[config.mk]
export PLATFORM = sky130hd
export DESIGN_NAME = sound_arbiter
export DESIGN_NICKNAME = d
export VERILOG_FILES = /design/src/rtl/sound_arbiter_pkg.sv /design/src/rtl/sound_arbiter_tone_gen.sv /design/src/rtl/sound_arbiter.sv
export SDC_FILE = /design/constraint.sdc
export NUM_CORES = 1
export LEC_CHECK = 0
export ABC_AREA = 1
export CAP_MARGIN = 20
export CORE_ASPECT_RATIO = 1.1
export CORE_MARGIN = 8
export CORE_UTILIZATION = 45
export CTS_BUF_LIST = sky130_fd_sc_hd__clkbuf_4 sky130_fd_sc_hd__clkbuf_8
export CTS_CLUSTER_SIZE = 14
export DETAILED_ROUTE_END_ITERATION = 8
export GPL_ROUTABILITY_DRIVEN = 0
export GPL_TIMING_DRIVEN = 0
export PLACE_DENSITY_LB_ADDON = 0.12
export SLEW_MARGIN = 20
export SYNTH_ARGS = -nofsm -noshare
export SYNTH_HDL_FRONTEND = slang
export SYNTH_SLANG_ARGS = --single-unit
[constraint.sdc]
create_clock -name clk_i -period 2.71 [get_ports clk_i]
set_input_delay 0.4065 -clock clk_i [delete_from_list [all_inputs] [get_ports clk_i]]
set_output_delay 0.4065 -clock clk_i [all_outputs]
set_load 0.02 [all_outputs]
[src/rtl/sound_arbiter_pkg.sv]
// sound_arbiter_pkg: shared state encoding, tone indices, half-period and jingle tables.
package sound_arbiter_pkg;
  typedef enum logic [1:0] {IDLE = 2'd0, LEVEL = 2'd1, J_NOTE = 2'd2, J_GAP = 2'd3} state_e;
  typedef enum logic [1:0] {JNG_START = 2'd0, JNG_WIN = 2'd1, JNG_LOSE = 2'd2, JNG_HS = 2'd3} jingle_e;
  localparam logic [2:0] TONE_OFF = 3'd0;
  // Index 0 is silence and never counted against; its entry only has to be legal.
  localparam logic [15:0] HALF_PER [8] = '{16'd2, 16'd40, 16'd36, 16'd32, 16'd30, 16'd26, 16'd22, 16'd18};
  localparam logic [2:0] JINGLE [4][4] = '{
    '{3'd1, 3'd2, 3'd3, 3'd4},
    '{3'd4, 3'd5, 3'd6, 3'd7},
    '{3'd7, 3'd3, 3'd2, 3'd1},
    '{3'd7, 3'd5, 3'd7, 3'd6}
  };
  function automatic logic [2:0] color_tone(input logic [1:0] c);
    return {1'b1, c};
  endfunction
endpackage

[src/rtl/sound_arbiter_tone_gen.sv]
// sound_arbiter_tone_gen: square-wave generator whose phase restarts on every tone change.
module sound_arbiter_tone_gen
  import sound_arbiter_pkg::*;
#(
  parameter int DIV_W = 16
) (
  input  logic       clk_i,
  input  logic       rst_ni,
  input  logic [2:0] tone_i,
  output logic       spk_o
);
  localparam logic [DIV_W-1:0] ONE = DIV_W'(1);
  logic [DIV_W-1:0] cnt_q, cnt_d, half;
  logic [2:0] prev_q;
  logic spk_q, spk_d, hold, wrap;
  assign half = DIV_W'(HALF_PER[tone_i]);
  assign hold = (tone_i != TONE_OFF) && (tone_i == prev_q);
  assign wrap = cnt_q == half - ONE;
  always_comb begin
    cnt_d = (hold && !wrap) ? cnt_q + ONE : '0;
    spk_d = hold && (spk_q ^ wrap);
  end
  always_ff @(posedge clk_i or negedge rst_ni) begin
    if (!rst_ni) begin
      cnt_q  <= '0;
      spk_q  <= 1'b0;
      prev_q <= TONE_OFF;
    end else begin
      cnt_q  <= cnt_d;
      spk_q  <= spk_d;
      prev_q <= tone_i;
    end
  end
  // Mask the stale phase in the cycle a new tone first appears.
  assign spk_o = spk_q && hold;
endmodule

[src/rtl/sound_arbiter.sv]
// sound_arbiter: prioritises jingle, press and display tones and drives the speaker.
module sound_arbiter
  import sound_arbiter_pkg::*;
#(
  parameter int DIV_W      = 16,
  parameter int NOTE_TICKS = 150,
  parameter int GAP_TICKS  = 30
) (
  input  logic       clk_i,
  input  logic       rst_ni,
  input  logic [1:0] disp_color_i,
  input  logic       disp_ena_i,
  input  logic [1:0] press_color_i,
  input  logic       press_valid_i,
  input  logic       evt_start_i,
  input  logic       evt_win_i,
  input  logic       evt_lose_i,
  input  logic       evt_hs_i,
  input  logic       tick_i,
  output logic       spk_o,
  output logic       busy_o,
  output logic [2:0] tone_o
);
  localparam logic [7:0] NOTE_LAST = 8'(NOTE_TICKS - 1);
  localparam logic [7:0] GAP_LAST  = 8'(GAP_TICKS - 1);
  state_e state_q, state_d, lvl_state;
  jingle_e jng_q, jng_d, evt_sel;
  logic [1:0] note_q, note_d;
  logic [7:0] tick_q, tick_d;
  logic [2:0] tone_q, tone_d, lvl_tone;
  logic evt_any, tick_done;
  assign evt_any   = evt_start_i | evt_win_i | evt_lose_i | evt_hs_i;
  assign evt_sel   = evt_lose_i ? JNG_LOSE : evt_win_i ? JNG_WIN : evt_hs_i ? JNG_HS : JNG_START;
  assign lvl_state = (press_valid_i || disp_ena_i) ? LEVEL : IDLE;
  assign lvl_tone  = press_valid_i ? color_tone(press_color_i) :
                     disp_ena_i    ? color_tone(disp_color_i)  : TONE_OFF;
  assign tick_done = tick_i && (tick_q == ((state_q == J_NOTE) ? NOTE_LAST : GAP_LAST));
  always_comb begin
    state_d = state_q;
    jng_d   = jng_q;
    note_d  = note_q;
    tick_d  = tick_q + {7'd0, tick_i};
    tone_d  = tone_q;
    if (state_q == J_NOTE) begin
      if (tick_done) begin
        state_d = J_GAP;
        tick_d  = '0;
        tone_d  = TONE_OFF;
      end
    end else if (state_q == J_GAP) begin
      if (tick_done) begin
        tick_d = '0;
        if (note_q == 2'd3) begin
          state_d = lvl_state;
          tone_d  = lvl_tone;
        end else begin
          state_d = J_NOTE;
          note_d  = note_q + 2'd1;
          tone_d  = JINGLE[jng_q][note_q + 2'd1];
        end
      end
    end else if (evt_any) begin
      state_d = J_NOTE;
      jng_d   = evt_sel;
      note_d  = '0;
      tick_d  = '0;
      tone_d  = JINGLE[evt_sel][0];
    end else begin
      state_d = lvl_state;
      tick_d  = '0;
      tone_d  = lvl_tone;
    end
  end
  always_ff @(posedge clk_i or negedge rst_ni) begin
    if (!rst_ni) begin
      state_q <= IDLE;
      jng_q   <= JNG_START;
      note_q  <= '0;
      tick_q  <= '0;
      tone_q  <= TONE_OFF;
    end else begin
      state_q <= state_d;
      jng_q   <= jng_d;
      note_q  <= note_d;
      tick_q  <= tick_d;
      tone_q  <= tone_d;
    end
  end
  assign busy_o = (state_q == J_NOTE) || (state_q == J_GAP);
  assign tone_o = tone_q;
  sound_arbiter_tone_gen #(.DIV_W(DIV_W)) u_tone_gen (
    .clk_i  (clk_i),
    .rst_ni (rst_ni),
    .tone_i (tone_q),
    .spk_o  (spk_o)
  );
endmodule

[Word-level counts from Yosys, hierarchy flattened]
Memory sizes are Yosys's and may differ from the RTL's.
Cells that the tools add are included.
Cells by class
  $add $sub $neg: 4
  magnitude comparators: 4
  equal/unequal tests: 9
  multiplexer cells: 38
  bitwise operators: 10
  reductions and logical operators: 13
Operator list (count)
  $bmux 12 s2: 2
  $mux 12: 4
  $mux 16: 3
  $mux 8: 4
  $mux 3: 10
  $mux 2: 13
  $add 16x1->16 const B: 1
  $eq 16x16->1: 1
  $sub 16x1->16 const B: 1
  $ge 3x3->1 const B: 3
  $not 2->3: 3
  $add 8x1->8: 1
  $eq 8x8->1: 1
  $bmux 3 s2: 1
  $eq 2x2->1 const B: 3
  $ne 2x2->1 const B: 3
  $logic_and 1x1->1: 5
  $ge 4x4->1 const B: 1
  $not 3->4: 1
  $reduce_and 4->1: 1
  $eq 3x3->1: 1
  $or 1x1->1: 3
  $reduce_and 3->1: 1
  $reduce_bool 3->1: 1
  8 further kinds: 10
Word-level totals
  bits in registers: 37
  ROM bits: 128
  input port bits: 13
  output and inout port bits: 5
  logic and storage cells: 87
  memories: 1
Memories
  (no name shown): words 8, width 16, read ports 1, clocked after Yosys merged registers in 0, wr ports 0, line sound_arbiter_tone_gen.sv:16  | assign half = DIV_W'(HALF_PER[tone_i]);

[Logic depth before layout (Yosys ltp)]
  depth after elaboration: 11
  gate-level depth with buffers: 14
  gate-level depth less buffers: 14

[Modules after synthesis]
From an unflattened synthesis, not the netlist that was laid out.
Unflattened totals
  cell total of the unflattened synthesis: 349
  area total of the unflattened synthesis: 2501.1 µm²
Modules (own cells, without submodules)
  sound_arbiter_tone_gen: instances 1, cells an instance 168, area each 1251.2 µm², sequential area each 500.5 µm²
  sound_arbiter: instances 1, cells an instance 181, area each 1249.9 µm², sequential area each 425.4 µm²

[Worst setup path before layout]
Ideal clock, no wire load.
  path type: flip-flop to flip-flop
  from: register tone_q[0] (netlist: tone_o[0])
  to: register u_tone_gen.cnt_q[10]
  setup time: 121 ps
  data arrival time: 1984 ps
  required time: 2589 ps
  setup slack: 605 ps
  stages on the path, launching flop included: 14
  buffers on the path: 1
  cell sequence: dfrtp_1 -> inv_1 -> ha_1 -> nor3_1 -> ha_1 -> nand2_1 -> nand3_1 -> nor2_1 -> nand2_1 -> nor2_2 -> nand2_2 -> nand2_4 -> buf_12 -> nor2_2
On the way
  word-level cells in the longest chain between the ends: 9
  elaborated cells on any way between the ends: 12
  those cells by class: add/sub (1); eq/ne (2); mux (3); bitwise (1); reduce/logical (4); memory (1)
RTL lines
  start: declaration: line sound_arbiter.sv:30  | logic [2:0] tone_q, tone_d, lvl_tone;
  start signal: assignment: line sound_arbiter.sv:86  | tone_q <= tone_d;
  $not 3->4 (not written as such): line sound_arbiter_tone_gen.sv:16
  $mem_v2 8x16
  $mux 16 (not written as such) (2 in a row): line sound_arbiter_tone_gen.sv:16
  $sub 16x1->16: line sound_arbiter_tone_gen.sv:18  | assign wrap = cnt_q == half - ONE;
  $eq 16x16->1: line sound_arbiter_tone_gen.sv:18
  $logic_not 1->1: line sound_arbiter_tone_gen.sv:20  | cnt_d = (hold && !wrap) ? cnt_q + ONE : '0;
  $logic_and 1x1->1 *: line sound_arbiter_tone_gen.sv:20
  $mux 16 *: line sound_arbiter_tone_gen.sv:20
  named net u_tone_gen.cnt_d[10]: line sound_arbiter_tone_gen.sv:13  | logic [DIV_W-1:0] cnt_q, cnt_d, half;
  end signal: assignment: line sound_arbiter_tone_gen.sv:29  | cnt_q <= cnt_d;
  end: declaration: line sound_arbiter_tone_gen.sv:13
The timed path passes the listed nets; every way through them passes the cells marked *. The select of a mux whose other input is x is not followed.
A chain may end at the register's enable or synchronous reset.

[Worst setup path in the final report]
  from: register tone_q[1] (netlist: tone_o[1])
  to: output port spk_o
On the way
  word-level cells in the longest chain between the ends: 3
  elaborated cells on any way between the ends: 4
  those cells by class: eq/ne (1); reduce/logical (3)
RTL lines
  $eq 3x3->1 / $reduce_bool 3->1 (equally long branches): line sound_arbiter_tone_gen.sv:17  | assign hold = (tone_i != TONE_OFF) && (tone_i == prev_q);
  $logic_and 1x1->1 *: line sound_arbiter_tone_gen.sv:17
  $logic_and 1x1->1 *: line sound_arbiter_tone_gen.sv:35  | assign spk_o = spk_q && hold;
  end: declaration: line sound_arbiter.sv:20  | output logic spk_o,
Every way passes the cells marked *; elsewhere a longest branch is shown, timed or not.

==> reports/metrics.cfg <==
[synthesis]
netlist_instances=308
synth.area.top_cells=dfrtp_1 41%, nand2_1 11%, nor2_1 7.9%
syn_area_um2=2280
avgSynthCellArea_um2=7.41
ys_warn_count=0
synth_top_cell_by_area=dfrtp_1
syn-num-nets=331
synth_top_area_share_pct=40.6
ys_seq_area_share_pct=40.6
synth_seq_cells=37
synth.distinct_cells=29

[timing]
fin_crit_sh_pct=89.2
skew_ns=0.0139
slew_headroom_pct=70.0
hold_viol=0
rsz0062_at_grt=false
period_needed_ns=2.42
timing.fmax_mhz=414
fin_tns_setup_ns=0
maxSlewViolCount=0
setup_viol=0
postLayoutSetupSlackWorst_ns=0.293
tightest_slew_ns=0.450

[clock_tree]
cts_tree=yes
postCtsSetupBuffers=0
cts-htree-levels=2
cts_buffers=5
cts_hold_buf=0
cts_sinks=37
post_cts_resized=0
clockBufferDepth=2
clk_pin_slew_worst_paths_ns=0.07
insertion_delay_ns=0.30
clock-root-buffer=clkbuf_8

[final_layout]
area_delta_synth_final_pct=16.6
layout.cells.most_common=nand2_1
layout.nets=356
final_cell_mix=64 x nand2_1, 48 x nor2_1, 44 x inv_1, 37 x dfrtp_1, 19 x nand3_1
diodes=0
drive_gt1_share_pct=9.88

[drt]
routed_via_density=4.89
drc=0
drtIter0Drc=47
first_pass_iters=4
postRouteAntennaNets=0
vias=1917
routed_wirelength_um=4590
routedWlPerCell_um=11.7

[critical_path]
cp.arrival_ns=2.01
cpLargestDelayFamily=flip-flops
path_cells=o21ai_2, o21ai_0, nand2_1, nor2_1, clkdlybuf4s50_1
crit_path_start=tone_o[1]
endpoint_kind=primary output
required_ns=2.30
path_class=reg -> out
critPathSlowestCell=dfrtp_1
cp_slowest_stage_delay_ns=0.62
r2r_slack_ns=0.44
ff2ff_path_depth=13
worstSetupStartpointType=flip-flop
path_buf_inv=1
cp_max_fo=9
reg2reg_to=u_tone_gen.cnt_q[10]
worst-path-stages=5
timing.rr.start=tone_o[0]
worstSetupEndpoint=spk_o

[floorplanning]
core.rowCount=27
fp.dieH_um=90.7
dieWidth_um=83.9
core_um2=4970
pin_count=18
initial_core_util_pct=46.0
fp.dieArea_um2=7610

[grt]
grt_pass1_vias=1962
antenna_found_initial=0
grt_pass1_wl_um=8410
globalRouteOverflowTotal=0
track_usage_pct=13.2
grt_start_max_net_pins=25

[job]
drv_cap=0

[power]
vdd_drop_max_mv=0.401
power_density_nw_per_um2=802
p_leak_nw=1.23

[place]
dp_hpwl_um=3540
port-buffer-count=17
place_ws_ns=0.423

[status]
status=finished, final reports clean

[hold_path]
min-delay-path-class=in -> async

sequential cells by signal, summed over array words and instances (netlist names):
name and flops:
u_tone_gen.cnt_q 16, u_tone_gen.prev_q 3, state_q 2, tick_q 8, tone_o 3, u_tone_gen.spk_q 1, jng_q 2, note_q 2
where the power goes:
part           internal [mW]  leakage [nW]  switching [mW]
clock network          0.299        0.0574           0.210
logic                  0.342         0.695           0.505
registers              0.656         0.481           0.120
worst min-delay path by stage:
stage,cells after the start,endpoint
after floorplan,0,jng_q[0]
after global placement,2,note_q[1]
after detailed placement,1,tick_q[2]
after CTS,1,tick_q[4]
after global routing,1,tick_q[4]
final,1,tick_q[2]
through the flow:
| step | cell area, µm² | hold WS [ns] | std cells | util [%] | power [mW] |
|---|---|---|---|---|---|
| floorplan | 2280 | 0.111 | 308 | - | 1.41 |
| global placement | 2520 | 0.476 | 383 | 50.8 | 1.62 |
| detailed placement | 2540 | 0.336 | 384 | 51.1 | 1.65 |
| CTS | 2660 | 0.0185 | 392 | 53.6 | 2.16 |
| global route | 2660 | 0.0273 | 392 | 53.6 | 2.32 |
| finish | 2660 | 0.0150 | 392 | 53.6 | 2.13 |
cells in the mapped netlist (all sizes together):
library cell,number
xor2,12
buf,2
nor4,1
nand3b,1
clkbuf,2
o21ai,18
nor3,9
ha,10
a21oi,10
inv,46
xnor2,2
o221ai,1
o21bai,1
o22ai,2
nand4,3
o211ai,1
nor2,62
or2,1
a31oi,1
nand2,67
dfrtp,37
nand3,19
kinds of logic after synthesis:
logic type,count (synthesis),synth area share [%]
compound gates,34,8.33
xor+xnor,14,5.37
fa+ha+maj,10,5.48
buf+inv,50,9.10
flops,37,40.6
simple gates,163,31.1
worst reg2reg max path, cell delays in order, from the launching register on:
cell     delay, ns
dfrtp_1       0.54
inv_1         0.14
ha_1          0.22
nor3_1        0.17
ha_1          0.26
nand2_1       0.07
nand3_1       0.07
nor2_1        0.10
nand2_1       0.07
nor2_2        0.09
nand2_2       0.09
nand2_4       0.13
buf_12        0.16
nor2_2        0.04
routing by layer:
| metal | part of all wire [%] | vias to the layer above | global-route usage (%) |
|---|---|---|---|
| li1 | - | 1022 | - |
| met1 | 48 | 854 | 15.5 |
| met2 | 48 | 33 | 22.7 |
| met3 | 2.8 | 8 | 3.07 |
| met4 | 1.9 | 0 | 4.76 |
| met5 | 0 | - | 0 |
layout make-up:
cell class	instances	area (µm²)
Buffer	4	35.0
Clock buffer	6	82.6
Clock inverter	2	37.5
Fill cell	497	2310
Inverter	46	173
Multi-Input combinational cell	221	1150
Sequential cell	37	926
Tap cell	58	72.6
Timing Repair Buffer	18	185
No activity file was read; power rests on OpenSTA's default activity.
